**src/rtl/uart_pkg.sv**
```systemverilog
// Shared UART definitions: oversampling ratio, prescale width and rx FSM states.
package uart_pkg;

  // Clocks per bit are prescale * OVERSAMPLE.
  localparam int OVERSAMPLE     = 8;
  localparam int PRESCALE_WIDTH = 16;
  // Wide enough for prescale * OVERSAMPLE - 1 with a full 16-bit prescale.
  localparam int COUNT_WIDTH    = 19;

  typedef enum logic [2:0] {
    IDLE,
    START,
    DATA,
    STOP,
    WAIT_IDLE
  } rx_state_t;

  // A prescale of zero would stall the bit timer, so it runs as one.
  function automatic logic [PRESCALE_WIDTH-1:0] eff_prescale(input logic [PRESCALE_WIDTH-1:0] p);
    return (p == '0) ? PRESCALE_WIDTH'(1) : p;
  endfunction

  // Reload value for a full bit period.
  function automatic logic [COUNT_WIDTH-1:0] bit_period(input logic [PRESCALE_WIDTH-1:0] p);
    return COUNT_WIDTH'(p) * COUNT_WIDTH'(OVERSAMPLE) - COUNT_WIDTH'(1);
  endfunction

  // Reload value for half a bit period (start bit to mid-bit alignment).
  function automatic logic [COUNT_WIDTH-1:0] half_period(input logic [PRESCALE_WIDTH-1:0] p);
    return COUNT_WIDTH'(p) * COUNT_WIDTH'(OVERSAMPLE / 2) - COUNT_WIDTH'(1);
  endfunction

endpackage

```
**src/rtl/uart_sync_2ff.sv**
```systemverilog
// Two-flop synchronizer for asynchronous inputs with a configurable reset value.
module uart_sync_2ff #(
  parameter int               WIDTH       = 1,
  parameter logic [WIDTH-1:0] RESET_VALUE = '1
) (
  input  logic             clk,
  input  logic             rst_n,
  input  logic [WIDTH-1:0] d,
  output logic [WIDTH-1:0] q
);

  logic [WIDTH-1:0] meta_reg;
  logic [WIDTH-1:0] sync_reg;

  // Two back-to-back flops to resolve metastability on the asynchronous input.
  always_ff @(posedge clk or negedge rst_n) begin
    if (!rst_n) begin
      meta_reg <= RESET_VALUE;
      sync_reg <= RESET_VALUE;
    end else begin
      meta_reg <= d;
      sync_reg <= meta_reg;
    end
  end

  assign q = sync_reg;

endmodule

```
**src/rtl/uart_rx.sv**
```systemverilog
// UART 8N1-style receiver with oversampled mid-bit sampling and an AXI4-Stream output.
module uart_rx
  import uart_pkg::*;
#(
  parameter int DATA_WIDTH = 8
) (
  input  logic                      clk,
  input  logic                      rst_n,
  output logic [DATA_WIDTH-1:0]     output_axis_tdata,
  output logic                      output_axis_tvalid,
  input  logic                      output_axis_tready,
  input  logic                      rxd,
  output logic                      busy,
  output logic                      overrun_error,
  output logic                      frame_error,
  input  logic [PRESCALE_WIDTH-1:0] prescale
);

  logic                      rxd_s;
  rx_state_t                 state_reg, state_next;
  logic [COUNT_WIDTH-1:0]    count_reg, count_next;
  logic [3:0]                bit_cnt_reg, bit_cnt_next;
  logic [PRESCALE_WIDTH-1:0] prescale_reg, prescale_next;
  logic [DATA_WIDTH-1:0]     shift_reg, shift_next;
  logic                      busy_reg, busy_next;
  logic                      frame_done;
  logic                      frame_bad;
  logic [DATA_WIDTH-1:0]     tdata_reg;
  logic                      tvalid_reg;
  logic                      overrun_reg;
  logic                      frame_error_reg;

  uart_sync_2ff #(
    .WIDTH       (1),
    .RESET_VALUE (1'b1)
  ) u_rxd_sync (
    .clk   (clk),
    .rst_n (rst_n),
    .d     (rxd),
    .q     (rxd_s)
  );

  // Frame state and timing registers.
  always_ff @(posedge clk or negedge rst_n) begin
    if (!rst_n) begin
      state_reg    <= IDLE;
      count_reg    <= '0;
      bit_cnt_reg  <= '0;
      prescale_reg <= '0;
      shift_reg    <= '0;
      busy_reg     <= 1'b0;
    end else begin
      state_reg    <= state_next;
      count_reg    <= count_next;
      bit_cnt_reg  <= bit_cnt_next;
      prescale_reg <= prescale_next;
      shift_reg    <= shift_next;
      busy_reg     <= busy_next;
    end
  end

  // Next-state logic: half-bit alignment on the start bit, then one sample per bit period.
  always_comb begin
    state_next    = state_reg;
    count_next    = count_reg;
    bit_cnt_next  = bit_cnt_reg;
    prescale_next = prescale_reg;
    shift_next    = shift_reg;
    busy_next     = busy_reg;
    frame_done    = 1'b0;
    frame_bad     = 1'b0;
    case (state_reg)
      IDLE: begin
        if (!rxd_s) begin
          prescale_next = eff_prescale(prescale);
          count_next    = half_period(eff_prescale(prescale));
          busy_next     = 1'b1;
          state_next    = START;
        end
      end
      START: begin
        if (count_reg == '0) begin
          if (rxd_s) begin
            // Line went back high before mid-bit: treat as a glitch.
            busy_next  = 1'b0;
            state_next = IDLE;
          end else begin
            count_next   = bit_period(prescale_reg);
            bit_cnt_next = 4'(DATA_WIDTH);
            state_next   = DATA;
          end
        end else begin
          count_next = count_reg - COUNT_WIDTH'(1);
        end
      end
      DATA: begin
        if (count_reg == '0) begin
          shift_next   = {rxd_s, shift_reg[DATA_WIDTH-1:1]};
          bit_cnt_next = bit_cnt_reg - 4'd1;
          count_next   = bit_period(prescale_reg);
          if (bit_cnt_reg == 4'd1) begin
            state_next = STOP;
          end
        end else begin
          count_next = count_reg - COUNT_WIDTH'(1);
        end
      end
      STOP: begin
        if (count_reg == '0) begin
          if (rxd_s) begin
            frame_done = 1'b1;
            busy_next  = 1'b0;
            state_next = IDLE;
          end else begin
            frame_bad  = 1'b1;
            state_next = WAIT_IDLE;
          end
        end else begin
          count_next = count_reg - COUNT_WIDTH'(1);
        end
      end
      WAIT_IDLE: begin
        // Hold off until the line idles so a break cannot look like a start bit.
        if (rxd_s) begin
          busy_next  = 1'b0;
          state_next = IDLE;
        end
      end
      default: begin
        busy_next  = 1'b0;
        state_next = IDLE;
      end
    endcase
  end

  // Stream output register and single-cycle error pulses.
  always_ff @(posedge clk or negedge rst_n) begin
    if (!rst_n) begin
      tdata_reg       <= '0;
      tvalid_reg      <= 1'b0;
      overrun_reg     <= 1'b0;
      frame_error_reg <= 1'b0;
    end else begin
      overrun_reg     <= 1'b0;
      frame_error_reg <= frame_bad;
      if (frame_done) begin
        // A simultaneous handshake frees the slot, so only an unconsumed word is an overrun.
        tdata_reg   <= shift_reg;
        tvalid_reg  <= 1'b1;
        overrun_reg <= tvalid_reg && !output_axis_tready;
      end else if (tvalid_reg && output_axis_tready) begin
        tvalid_reg <= 1'b0;
      end
    end
  end

  assign output_axis_tdata  = tdata_reg;
  assign output_axis_tvalid = tvalid_reg;
  assign busy               = busy_reg;
  assign overrun_error      = overrun_reg;
  assign frame_error        = frame_error_reg;

endmodule

```
**config.mk**
```make
export PLATFORM = sky130hd
export DESIGN_NAME = uart_rx
export DESIGN_NICKNAME = d
export VERILOG_FILES = /design/src/rtl/uart_pkg.sv /design/src/rtl/uart_sync_2ff.sv /design/src/rtl/uart_rx.sv
export SDC_FILE = /design/constraint.sdc
export NUM_CORES = 1
export LEC_CHECK = 0
export BUFFER_PORTS_ARGS = -buffer_cell sky130_fd_sc_hd__clkbuf_2
export CORE_MARGIN = 2
export CORE_UTILIZATION = 35
export CTS_BUF_LIST = sky130_fd_sc_hd__clkbuf_4 sky130_fd_sc_hd__clkbuf_8
export DETAILED_ROUTE_END_ITERATION = 10
export HOLD_SLACK_MARGIN = 0.02
export PLACE_DENSITY = 0.53
export SLEW_MARGIN = 0
export SYNTH_ARGS = -nofsm -noshare
export SYNTH_HDL_FRONTEND = slang
export SYNTH_SLANG_ARGS = --single-unit
export TNS_END_PERCENT = 1
```
**constraint.sdc**
```tcl
create_clock -name clk -period 3.55 [get_ports clk]
set_input_delay 0.355 -clock clk [delete_from_list [all_inputs] [get_ports clk]]
set_output_delay 0.355 -clock clk [all_outputs]
set_load 0.05 [all_outputs]
```
==> results of run 1 <==
synth_stat cells (3+ instances only):
cell                       number
sky130_fd_sc_hd__a211oi_1       3
sky130_fd_sc_hd__a21oi_1       22
sky130_fd_sc_hd__a22o_1         4
sky130_fd_sc_hd__a31oi_1        3
sky130_fd_sc_hd__a32oi_1        3
sky130_fd_sc_hd__and4_1         3
sky130_fd_sc_hd__buf_2          7
sky130_fd_sc_hd__clkbuf_1      11
sky130_fd_sc_hd__dfrtp_1       62
sky130_fd_sc_hd__ha_1           6
sky130_fd_sc_hd__inv_1         10
sky130_fd_sc_hd__mux2_2        30
sky130_fd_sc_hd__mux2i_1        5
sky130_fd_sc_hd__nand2_1       22
sky130_fd_sc_hd__nand2b_1       3
sky130_fd_sc_hd__nand3_1       11
sky130_fd_sc_hd__nor2_1        36
sky130_fd_sc_hd__nor2b_1        4
sky130_fd_sc_hd__nor3_1        18
sky130_fd_sc_hd__nor3_2         3
sky130_fd_sc_hd__nor4_1        16
sky130_fd_sc_hd__o211ai_1       3
sky130_fd_sc_hd__o21ai_0       24
sky130_fd_sc_hd__o21ai_1        3
sky130_fd_sc_hd__o22ai_1        6
sky130_fd_sc_hd__o31ai_1        4
sky130_fd_sc_hd__o32a_1         4
sky130_fd_sc_hd__or2_2          3
sky130_fd_sc_hd__or3_1         10
sky130_fd_sc_hd__or4_1          6
sky130_fd_sc_hd__or4_4          3
sky130_fd_sc_hd__xnor2_1       15
sky130_fd_sc_hd__xor2_1        12
critical path, cell delays in order, from the launching register on:
cell	delay [ns]
sky130_fd_sc_hd__dfrtp_1	0.42
sky130_fd_sc_hd__inv_1	0.09
sky130_fd_sc_hd__ha_1	0.14
sky130_fd_sc_hd__nor4b_1	0.71
sky130_fd_sc_hd__nand4_1	0.38
sky130_fd_sc_hd__nor3_1	0.61
sky130_fd_sc_hd__a22oi_1	0.19
sky130_fd_sc_hd__o41ai_1	0.13
sky130_fd_sc_hd__a22o_1	0.21
metal layers:
metal	wire length, um	track usage [%]	vias to the layer above
met4	158	5.63	0
met2	4790	29.0	75
met5	0	0	-
li1	-	-	1599
met1	4980	25.8	1654
met3	386	3.00	10
report_power, final:
| part | total (mW) | internal (mW) | switching [mW] | leakage, nW |
|---|---|---|---|---|
| registers | 0.908 | 0.800 | 0.108 | 0.796 |
| logic | 0.232 | 0.102 | 0.130 | 0.917 |
| clock network | 0.563 | 0.253 | 0.311 | 0.0854 |
| total | 1.70 | 1.15 | 0.549 | 1.80 |
logic make-up after synthesis:
group	synth area share, %
adder cells (fa/ha/maj)	1.90
AND/OR/NAND/NOR	21.5
flip-flops	40.5
AO/OA/AOI/OAI	16.2
buffers and inverters	4.14
multiplexers	9.80
XOR/XNOR	5.98
path summary, 6_finish.rpt:
kind                                          start                  end  slack, ns  cells past startpoint
worst max-delay path                   count_reg[0]         count_reg[5]       0.61                      8
worst min-delay path                          rst_n      prescale_reg[0]       0.07                      1
worst max register to register         count_reg[0]         count_reg[5]       0.61                      8
worst min register to register  u_rxd_sync.meta_reg         u_rxd_sync.q       0.36                      0
max in group asynchronous                     rst_n         u_rxd_sync.q       2.77                      2
min in group clk                                rxd  u_rxd_sync.meta_reg       0.08                      1
per-stage QoR:
step,cells,util (%)
CTS,589,40.5
detailed placement,573,38.9
global route,589,40.5
global placement,573,38.9
finish,589,40.5
floorplan,414,-
layout make-up:
class	count	share of cell area [%]
clock inverter	7	1.07
timing repair buffer	41	5.48
multi-input combinational	318	49.6
tap	140	3.95
inverter	10	0.847
clock buffer	9	2.80
sequential	64	36.2
==> flow_summary.ini, run 1 <==
[outcome]
result_of_the_run = finished clean

[grt]
track_usage_pct = 18.3
grt_max_degree = 35
antenna_found_initial = 0
grt_pass1_vias = 3216
grt_overflow = 0
global_route_wire_length_before_repair_mm = 16.9

[place]
total_placed_instance_area_sq_mm = 0.00426
place_hpwl_mm = 7.57
detailedPlace.worstSlack_ns = 0.415
placement.io_buffers = 31
gpl.final_weighted_congestion = 0.842

[die]
floorplan.initialDensity_pct = 36.2
floorplan.io_pins = 32
placeableCoreArea_sq_mm = 0.0109
die-height_um = 110
fp-row-count = 38
die_width_um = 110
design.die.area_sq_mm = 0.0122

[synthesis]
synthDominantCellAreaShare_pct = 39.2
synth_nets = 440
synth.area.top_cells = sky130_fd_sc_hd__dfrtp_1 (39%), sky130_fd_sc_hd__mux2_2 (8.5%), sky130_fd_sc_hd__nor2_1 (3.4%)
syn-mean-instance-area_sq_um = 9.56
yosysWarnings = 0
synth_edf_count = 0
yosysUniqueCellTypes = 62
synth_area_leader_cell = sky130_fd_sc_hd__dfrtp_1
dominantRegCellSynth = sky130_fd_sc_hd__dfrtp_1
synth_async_reset_ratio_pct = 100
synth.cell_area_sq_mm = 0.00396
seq_area_frac_synth_pct = 40.5
postSynthCellCount = 414
postSynthRegisterBits = 64

[setup_path]
crit_arrival_ns = 3.23
timing.critical_path.from_type = flop
worstPathMaxFanout = 5
end_kind = flop
cp.required_ns = 3.84
timing_worst_setup_path_type = flop to flop

[clock_network]
htreeDepth = 3
clk_path_buf_depth = 2
cts_tree = done
clkLatencyLatePin_ns = 0.35
tritoncts.num_buffers = 9
holdBufCountCts = 0
clockRootBuffer = sky130_fd_sc_hd__clkbuf_8
setup_fix_buffers_added_after_clock_tree_synthesis = 0
clock-sinks = 64
ctsResizeCount = 0
path_clk_slew_ns = 0.08

[sta]
hold_slack_ns = 0.0723
clock_skews_ns = 0.00670
timing_worst_slew_pin_value_ns = 1.04
final_period_minus_worst_setup_slack_ns = 2.94
report.final.hold_viol_count = 0
final_max_slew_viol_count = 0
finalSetupTns_ns = 0
timing.final.crit_share_pct = 82.9
setup-violations-final = 0
normalized_max_slew_margin_pct = 30.3
final.setup.worst_slack_ns = 0.608
rsz0062_at_grt = no
timing.fmax_ghz = 0.340

[layout]
area_occupied_by_multi_input_gates_sq_mm = 0.00220
layout-drive-gt1-share_pct = 24.3
final_cell_mix = sky130_fd_sc_hd__dfrtp_1 (62), sky130_fd_sc_hd__nor2_1 (36), sky130_fd_sc_hd__mux2_2 (30), sky130_fd_sc_hd__clkbuf_2 (30), sky130_fd_sc_hd__o21ai_0 (24)
final_design_area_no_fill_sq_mm = 0.00443
antenna_cells_inserted = 0
post_layout_nets = 470
layout_commonest_cell = sky130_fd_sc_hd__dfrtp_1
flip_flop_count_of_the_largest_register_all_copies_and_words_added = 19
area_added_between_synthesis_and_finish_pct = 11.9
fill_cells = 1098
area.sequential_sq_mm = 0.00160

[detailed_routing]
postRouteAntennaNets = 0
totalWireLength_mm = 10.3
routedWlPerCell_um = 17.5
detailedRoute.firstIterationViolations = 170
drtPass1Iterations = 4
num_vias = 3338
drcViolationCount = 0
via_per_inst = 5.67

[power]
power-per-cell-area_mw_per_mm2 = 385
leakage_nw = 1.80
p_total_mw = 1.70
max-vdd-ir-drop_mv = 0.187

[worst_hold_path]
worstHoldPathType = primary input to async pin

[flow_run]
max_cap_violations = 0
Note: power is estimated with default switching activity, not from simulation.
==> inputs of run 2 (changes only) <==
==> constraint.sdc (replaced) <==
create_clock -name clk -period 3.1 [get_ports clk]
set_input_delay 0.31 -clock clk [delete_from_list [all_inputs] [get_ports clk]]
set_output_delay 0.31 -clock clk [all_outputs]
set_load 0.05 [all_outputs]
==> run 2 against run 1 <==
Compared with the run above: sequential power grew 15%; largest power group unchanged; global-route usage grew 0.090 points; core utilization increased by 0.63 points; via count is essentially flat; worst setup slack got worse by 0.21 ns; largest cell class unchanged; non-clock buffer count up 8; die area is the same; wire length is 0.66% lower; critical endpoint is now count_reg[14]; clock skew rose by 0.0033 ns; critical path depth fell by 2; hold slack got worse by 0.028 ns.
==> flow_summary.ini, run 2 (synthesized netlist as in run 1, its figures left out) <==
[outcome]
result_of_the_run = finished clean

[setup_path]
timing.critical_path.from_type = flop
reg2reg_start = prescale_reg[2]
max_stage_delay_ns = 0.62
end_kind = flop
timing_worst_setup_path_type = flop to flop
worst_path_max_delay_cell = sky130_fd_sc_hd__or4_1
worst_r2r_endpoint = count_reg[14]
worstSetupEndpoint = count_reg[14]
reg2regPathDepth = 6
worstPathBufferInverterCount = 0
worstPathMaxFanout = 6
crit_arrival_ns = 2.93
timing.critical_path.cells = or4_1, nor4_1, nor3b_1, xor2_1, a2111oi_0, o21ai_1
worst_setup_path_startpoint = prescale_reg[2]
cp.required_ns = 3.33
reg2reg_setup_slack_ns = 0.40
cp_num_cells = 6
critical-path-top-delay-family = simple AND/OR/NAND/NOR gates

[die]
floorplan.io_pins = 32
placeableCoreArea_sq_mm = 0.0109
die-height_um = 110
fp-row-count = 38
floorplan.initialDensity_pct = 36.2
design.die.area_sq_mm = 0.0122
die_width_um = 110

[clock_network]
clkLatencyLatePin_ns = 0.35
tritoncts.num_buffers = 9
clk_path_buf_depth = 2
ctsResizeCount = 0
clockRootBuffer = sky130_fd_sc_hd__clkbuf_8
holdBufCountCts = 0
setup_fix_buffers_added_after_clock_tree_synthesis = 0
cts_tree = done
path_clk_slew_ns = 0.07
htreeDepth = 3
clock-sinks = 64

[place]
placement.io_buffers = 31
place_hpwl_mm = 7.57
gpl.final_weighted_congestion = 0.894

[power]
power.combinational.fraction_pct = 13.6
sw_frac_of_total_pct = 30.7
leakage_nw = 1.84
power_report.internal_total_mw = 1.35
p_total_mw = 1.94
power-per-cell-area_mw_per_mm2 = 432
p_sw_uw = 598
pwr-share-seq_pct = 53.3
clockPowerShare_pct = 33.1
max-vdd-ir-drop_mv = 0.250

[detailed_routing]
drtPass1Iterations = 4
detailedRoute.firstIterationViolations = 180
postRouteAntennaNets = 0
via_per_inst = 5.60
routedWlPerCell_um = 17.2
drcViolationCount = 0
num_vias = 3336
totalWireLength_mm = 10.2

[layout]
final_cell_mix = sky130_fd_sc_hd__dfrtp_1 (62), sky130_fd_sc_hd__nor2_1 (36), sky130_fd_sc_hd__mux2_2 (30), sky130_fd_sc_hd__clkbuf_2 (30), sky130_fd_sc_hd__o21ai_0 (24)
layout-drive-gt1-share_pct = 25.4
flip_flop_count_of_the_largest_register_all_copies_and_words_added = 19
fill_cells = 1121
post_layout_nets = 478
layout_commonest_cell = sky130_fd_sc_hd__dfrtp_1
area_added_between_synthesis_and_finish_pct = 13.7
antenna_cells_inserted = 0

[grt]
global_route_wire_length_before_repair_mm = 17.0
grt_overflow = 0
grt_pass1_vias = 3255
grt_max_degree = 34
antenna_found_initial = 0
track_usage_pct = 18.4

[sta]
timing_worst_slew_pin_value_ns = 0.841
setup-violations-final = 0
timing.final.crit_share_pct = 87.1
report.final.hold_viol_count = 0
normalized_max_slew_margin_pct = 43.9
clock_skews_ns = 0.0100
final_max_slew_viol_count = 0
rsz0062_at_grt = no
final_period_minus_worst_setup_slack_ns = 2.70
finalSetupTns_ns = 0
timing.fmax_ghz = 0.370

[flow_run]
max_cap_violations = 0

[worst_hold_path]
worstHoldPathType = primary input to flop
timing.hold.worst.start = rxd
run 2: worst min-delay path by stage:
stage / endpoint / slack [ns] / cells after the start
after detailed placement: u_rxd_sync.q / 0.35 / 0
after floorplan: bit_cnt_reg[0] / 0.01 / 0
after CTS: u_rxd_sync.meta_reg / 0.03 / 1
after global placement: u_rxd_sync.q / 0.35 / 0
final: u_rxd_sync.meta_reg / 0.04 / 1
after global routing: u_rxd_sync.meta_reg / 0.03 / 1
run 2: area by class of cell:
type                            instances  area, sq um  share of cell area (%)
Sequential cell                        64         1600                    35.7
Tap cell                              140          175                    3.89
Clock inverter                          4         22.5                   0.501
Multi-Input combinational cell        318         2200                    48.9
Inverter                               10         37.5                   0.834
Clock buffer                           11          145                    3.23
Timing Repair Buffer                   49          315                    7.01
run 2: metal layers:
layer | global-route usage (%) | share of wire (%) | vias up
li1 | - | - | 1616
met2 | 28.2 | 46 | 68
met3 | 3.35 | 3.9 | 10
met1 | 25.9 | 48 | 1642
met5 | 0 | 0 | -
met4 | 7.05 | 1.4 | 0
run 2: power groups by stage:
stage / clock network [mW] / logic [mW] / registers (mW)
floorplan: 0 / 0.224 / 0.994
global placement: 0 / 0.261 / 1.05
detailed placement: 0 / 0.265 / 1.05
CTS: 0.662 / 0.267 / 1.03
global route: 0.694 / 0.301 / 1.06
finish: 0.643 / 0.265 / 1.04
run 2: through the flow:
stage               util [%]  instances  hold slack, ns  cell area (sq um)  worst slack [ns]
CTS                     41.1        596          0.0345               4500             0.414
detailed placement      39.6        581           0.348               4330             0.168
finish                  41.1        596          0.0445               4500             0.400
global placement        39.6        581           0.347               4330             0.207
floorplan                  -        414          0.0144               3960             0.368
global route            41.1        596          0.0329               4500             0.170
==> inputs of run 3 (changes only) <==
--- a/config.mk
+++ b/config.mk
@@ -5,6 +5,7 @@
 export SDC_FILE = /design/constraint.sdc
 export NUM_CORES = 1
 export LEC_CHECK = 0
+export ABC_AREA = 1
 export BUFFER_PORTS_ARGS = -buffer_cell sky130_fd_sc_hd__clkbuf_2
 export CORE_MARGIN = 2
 export CORE_UTILIZATION = 35
@@ -16,4 +17,4 @@
 export SYNTH_ARGS = -nofsm -noshare
 export SYNTH_HDL_FRONTEND = slang
 export SYNTH_SLANG_ARGS = --single-unit
-export TNS_END_PERCENT = 1
+export TNS_END_PERCENT = 10
==> run 3 against run 2 <==
Compared with the run above: global-route usage increased by 2.5 points; sequential share of layout area shrank 2.2 points; critical endpoint is now count_reg[10]; non-clock buffer count shrank 12; critical path type unchanged; area after synthesis up 7.7%; largest cell class unchanged; highest routed layer unchanged; sequential power barely moved; synthesized cell count is 52% higher; sequential cell count is the same; die area grew 7.4%; register-to-register slack better by 0.65 ns; first-iteration DRC count increased by 44%; wire length increased by 23%; clock power rose by 18%.
==> flow_summary.ini, run 3 <==
[clock_network]
tritoncts.num_buffers = 9
path_clk_slew_ns = 0.08
clockRootBuffer = sky130_fd_sc_hd__clkbuf_8
clk_path_buf_depth = 2
htreeDepth = 3
cts_tree = done
clkLatencyLatePin_ns = 0.37
clock-sinks = 64

[power]
power.combinational.fraction_pct = 18.4
power_report.internal_total_mw = 1.47
max-vdd-ir-drop_mv = 0.195
sw_frac_of_total_pct = 33.5
clockPowerShare_pct = 34.4
p_sw_uw = 741
pwr-share-seq_pct = 47.2
leakage_nw = 2.39
power-per-cell-area_mw_per_mm2 = 461

[die]
die-height_um = 114
design.die.area_sq_mm = 0.0131
floorplan.io_pins = 32
fp-row-count = 40
floorplan.initialDensity_pct = 35.6
placeableCoreArea_sq_mm = 0.0120
die_width_um = 114

[synthesis]
synth_nets = 657
synth_xor_xnor_area_share_pct = 3.70
postSynthRegisterBits = 64
synth_area_leader_cell = sky130_fd_sc_hd__dfrtp_1
synth_async_reset_ratio_pct = 100
yosysUniqueCellTypes = 41
synth.most_common_cell = sky130_fd_sc_hd__nand2_1
synth.area.mux_share_pct = 0.352
postSynthCellCount = 631
dominantRegCellSynth = sky130_fd_sc_hd__dfrtp_1
synth.area.top_cells = sky130_fd_sc_hd__dfrtp_1 (36%), sky130_fd_sc_hd__nand2_1 (16%), sky130_fd_sc_hd__nor2_1 (8.8%)
synth_edf_count = 0
syn-mean-instance-area_sq_um = 6.76
yosysWarnings = 0
synth.cell_area_sq_mm = 0.00426
yosys.area_share.simple_pct = 37.0
synth_top_family_by_area = simple AND/OR/NAND/NOR gates
synthAdderAreaFrac_pct = 1.76
synthDominantCellAreaShare_pct = 36.4
synthTopCellsByCount = sky130_fd_sc_hd__nand2_1 (184), sky130_fd_sc_hd__nor2_1 (100), sky130_fd_sc_hd__inv_1 (80)
seq_area_frac_synth_pct = 37.6
synth_compound_area_share_pct = 10.4

[sta]
timing.final.crit_share_pct = 66.1
final_max_slew_viol_count = 0
clock_skews_ns = 0.0113
report.final.hold_viol_count = 0
normalized_max_slew_margin_pct = 50.9
setup-violations-final = 0
final_period_minus_worst_setup_slack_ns = 2.05
timing_worst_slew_pin_value_ns = 0.736
timing.fmax_ghz = 0.488
finalSetupTns_ns = 0
rsz0062_at_grt = no

[flow_run]
max_cap_violations = 0

[detailed_routing]
totalWireLength_mm = 12.6
drtPass1Iterations = 5
routedWlPerCell_um = 15.4
via_per_inst = 5.00
postRouteAntennaNets = 0
num_vias = 4107
detailedRoute.firstIterationViolations = 259
drcViolationCount = 0

[worst_hold_path]
worstHoldPathType = primary input to flop

[grt]
grt_pass1_vias = 4063
antenna_found_initial = 0
grt_max_degree = 36
track_usage_pct = 20.9
grt_overflow = 0
global_route_wire_length_before_repair_mm = 20.7

[layout]
layout-drive-gt1-share_pct = 11.9
final_cell_mix = sky130_fd_sc_hd__nand2_1 (184), sky130_fd_sc_hd__nor2_1 (100), sky130_fd_sc_hd__inv_1 (80), sky130_fd_sc_hd__dfrtp_1 (62), sky130_fd_sc_hd__o21ai_0 (36)
fill_cells = 1310
flip_flop_count_of_the_largest_register_all_copies_and_words_added = 19
area_occupied_by_multi_input_gates_sq_mm = 0.00227
antenna_cells_inserted = 0
area.sequential_sq_mm = 0.00160
area_added_between_synthesis_and_finish_pct = 12.5
post_layout_nets = 695
layout_commonest_cell = sky130_fd_sc_hd__nand2_1
post-route-util_pct = 40.1

[setup_path]
worstPathMaxFanout = 8
worst_setup_path_startpoint = count_reg[0]
reg2reg_start = count_reg[0]
max_stage_delay_ns = 0.36
timing.critical_path.cells = inv_1, ha_1, inv_1, nor2_1, nand2_1, nor2_4, nand4_2, nand2_2, o21ai_0, nor2_1, a21oi_2
reg2regPathDepth = 11
worst_r2r_endpoint = count_reg[10]
worst_path_max_delay_cell = sky130_fd_sc_hd__dfrtp_1
end_kind = flop
timing_worst_setup_path_type = flop to flop
crit_arrival_ns = 2.29
reg2reg_setup_slack_ns = 1.05
worstSetupEndpoint = count_reg[10]
timing.critical_path.from_type = flop
cp.required_ns = 3.35

[place]
placement.io_buffers = 31
gpl.final_weighted_congestion = 0.907
place_hpwl_mm = 9.92

[outcome]
result_of_the_run = finished clean
run 3: changes by cell type after synthesis, moves of 15 or more:
| cell | previous run | this run |
|---|---|---|
| sky130_fd_sc_hd__nand2_1 | 22 | 184 |
| sky130_fd_sc_hd__inv_1 | 10 | 80 |
| sky130_fd_sc_hd__nor2_1 | 36 | 100 |
| sky130_fd_sc_hd__mux2_2 | 30 | 0 |
| sky130_fd_sc_hd__nand3_1 | 11 | 35 |
| sky130_fd_sc_hd__o21ai_1 | 3 | 22 |
| sky130_fd_sc_hd__nor4_1 | 16 | 1 |
run 3: layout make-up:
cell class / instances / area share, %
clock buffers: 10 / 2.87
clock inverters: 6 / 1.41
inverters: 85 / 6.65
multi-input cells: 472 / 47.2
flip-flops and latches: 64 / 33.4
well taps: 147 / 3.84
repair buffers: 37 / 4.54
run 3: logic make-up (layout without fill, tap and decap cells):
kind of cell | after synthesis | after routing
and+or+nand+nor | 365 | 365
buffers and inverters | 95 | 138
AOI/OAI and AO/OA | 82 | 82
DFF | 64 | 64
xor gates and xnor gates | 18 | 18
adders and majority gates | 6 | 6
muxes | 1 | 1
run 3: through the flow:
stage | std cells | power [mW] | hold WS (ns) | cell area [sq um] | worst slack (ns)
2_1_floorplan | 631 | 1.32 | 0.0144 | 4260 | 1.31
3_3_place_gp | 803 | 1.45 | 0.350 | 4570 | 0.892
3_5_place_dp | 803 | 1.46 | 0.353 | 4570 | 0.855
4_1_cts | 821 | 2.24 | 0.0996 | 4800 | 1.02
5_1_grt | 821 | 2.34 | 0.104 | 4800 | 0.748
6_report | 821 | 2.21 | 0.119 | 4800 | 1.05
run 3: power by group through the flow:
stage                     clock (mW)  combinational [mW]  sequential [mW]
final                          0.761               0.407             1.04
after global placement             0               0.399             1.05
after CTS                      0.787               0.409             1.04
after detailed placement           0               0.405             1.06
after global routing           0.821               0.468             1.05
after floorplan                    0               0.297             1.02
run 3: what timing repair did:
action                     CTS  global route
setup buffers                0             0
resized for setup            0             0
hold buffers                 2             0
hold endpoints to repair     7             0
setup endpoints to repair    0             0
run 3: worst min-delay path by stage:
stage | start | to | slack, ns | depth (start not counted)
2_1_floorplan | rst_n | bit_cnt_reg[0] | 0.01 | 0
3_5_place_dp | u_rxd_sync.meta_reg | u_rxd_sync.q | 0.35 | 0
6_report | output_axis_tready | overrun_error | 0.12 | 2
3_3_place_gp | u_rxd_sync.meta_reg | u_rxd_sync.q | 0.35 | 0
4_1_cts | output_axis_tready | overrun_error | 0.1 | 2
5_1_grt | output_axis_tready | overrun_error | 0.10 | 2
run 3: metal layers:
metal / GRT usage [%] / up-vias / part of all wire (%)
li1: - / 2073 / -
met2: 37.2 / 104 / 50
met3: 3.92 / 18 / 4.1
met4: 8.54 / 0 / 2.4
met1: 24.8 / 1912 / 43
met5: 0 / - / 0
run 3: critical path: cells and delay by family (launching register included):
family                     cells  cell delay [ns]
and+or+nand+nor                6             1.02
buffers and inverters          2             0.20
AOI/OAI and AO/OA              2             0.15
DFF                            1             0.36
adders and majority gates      1             0.17
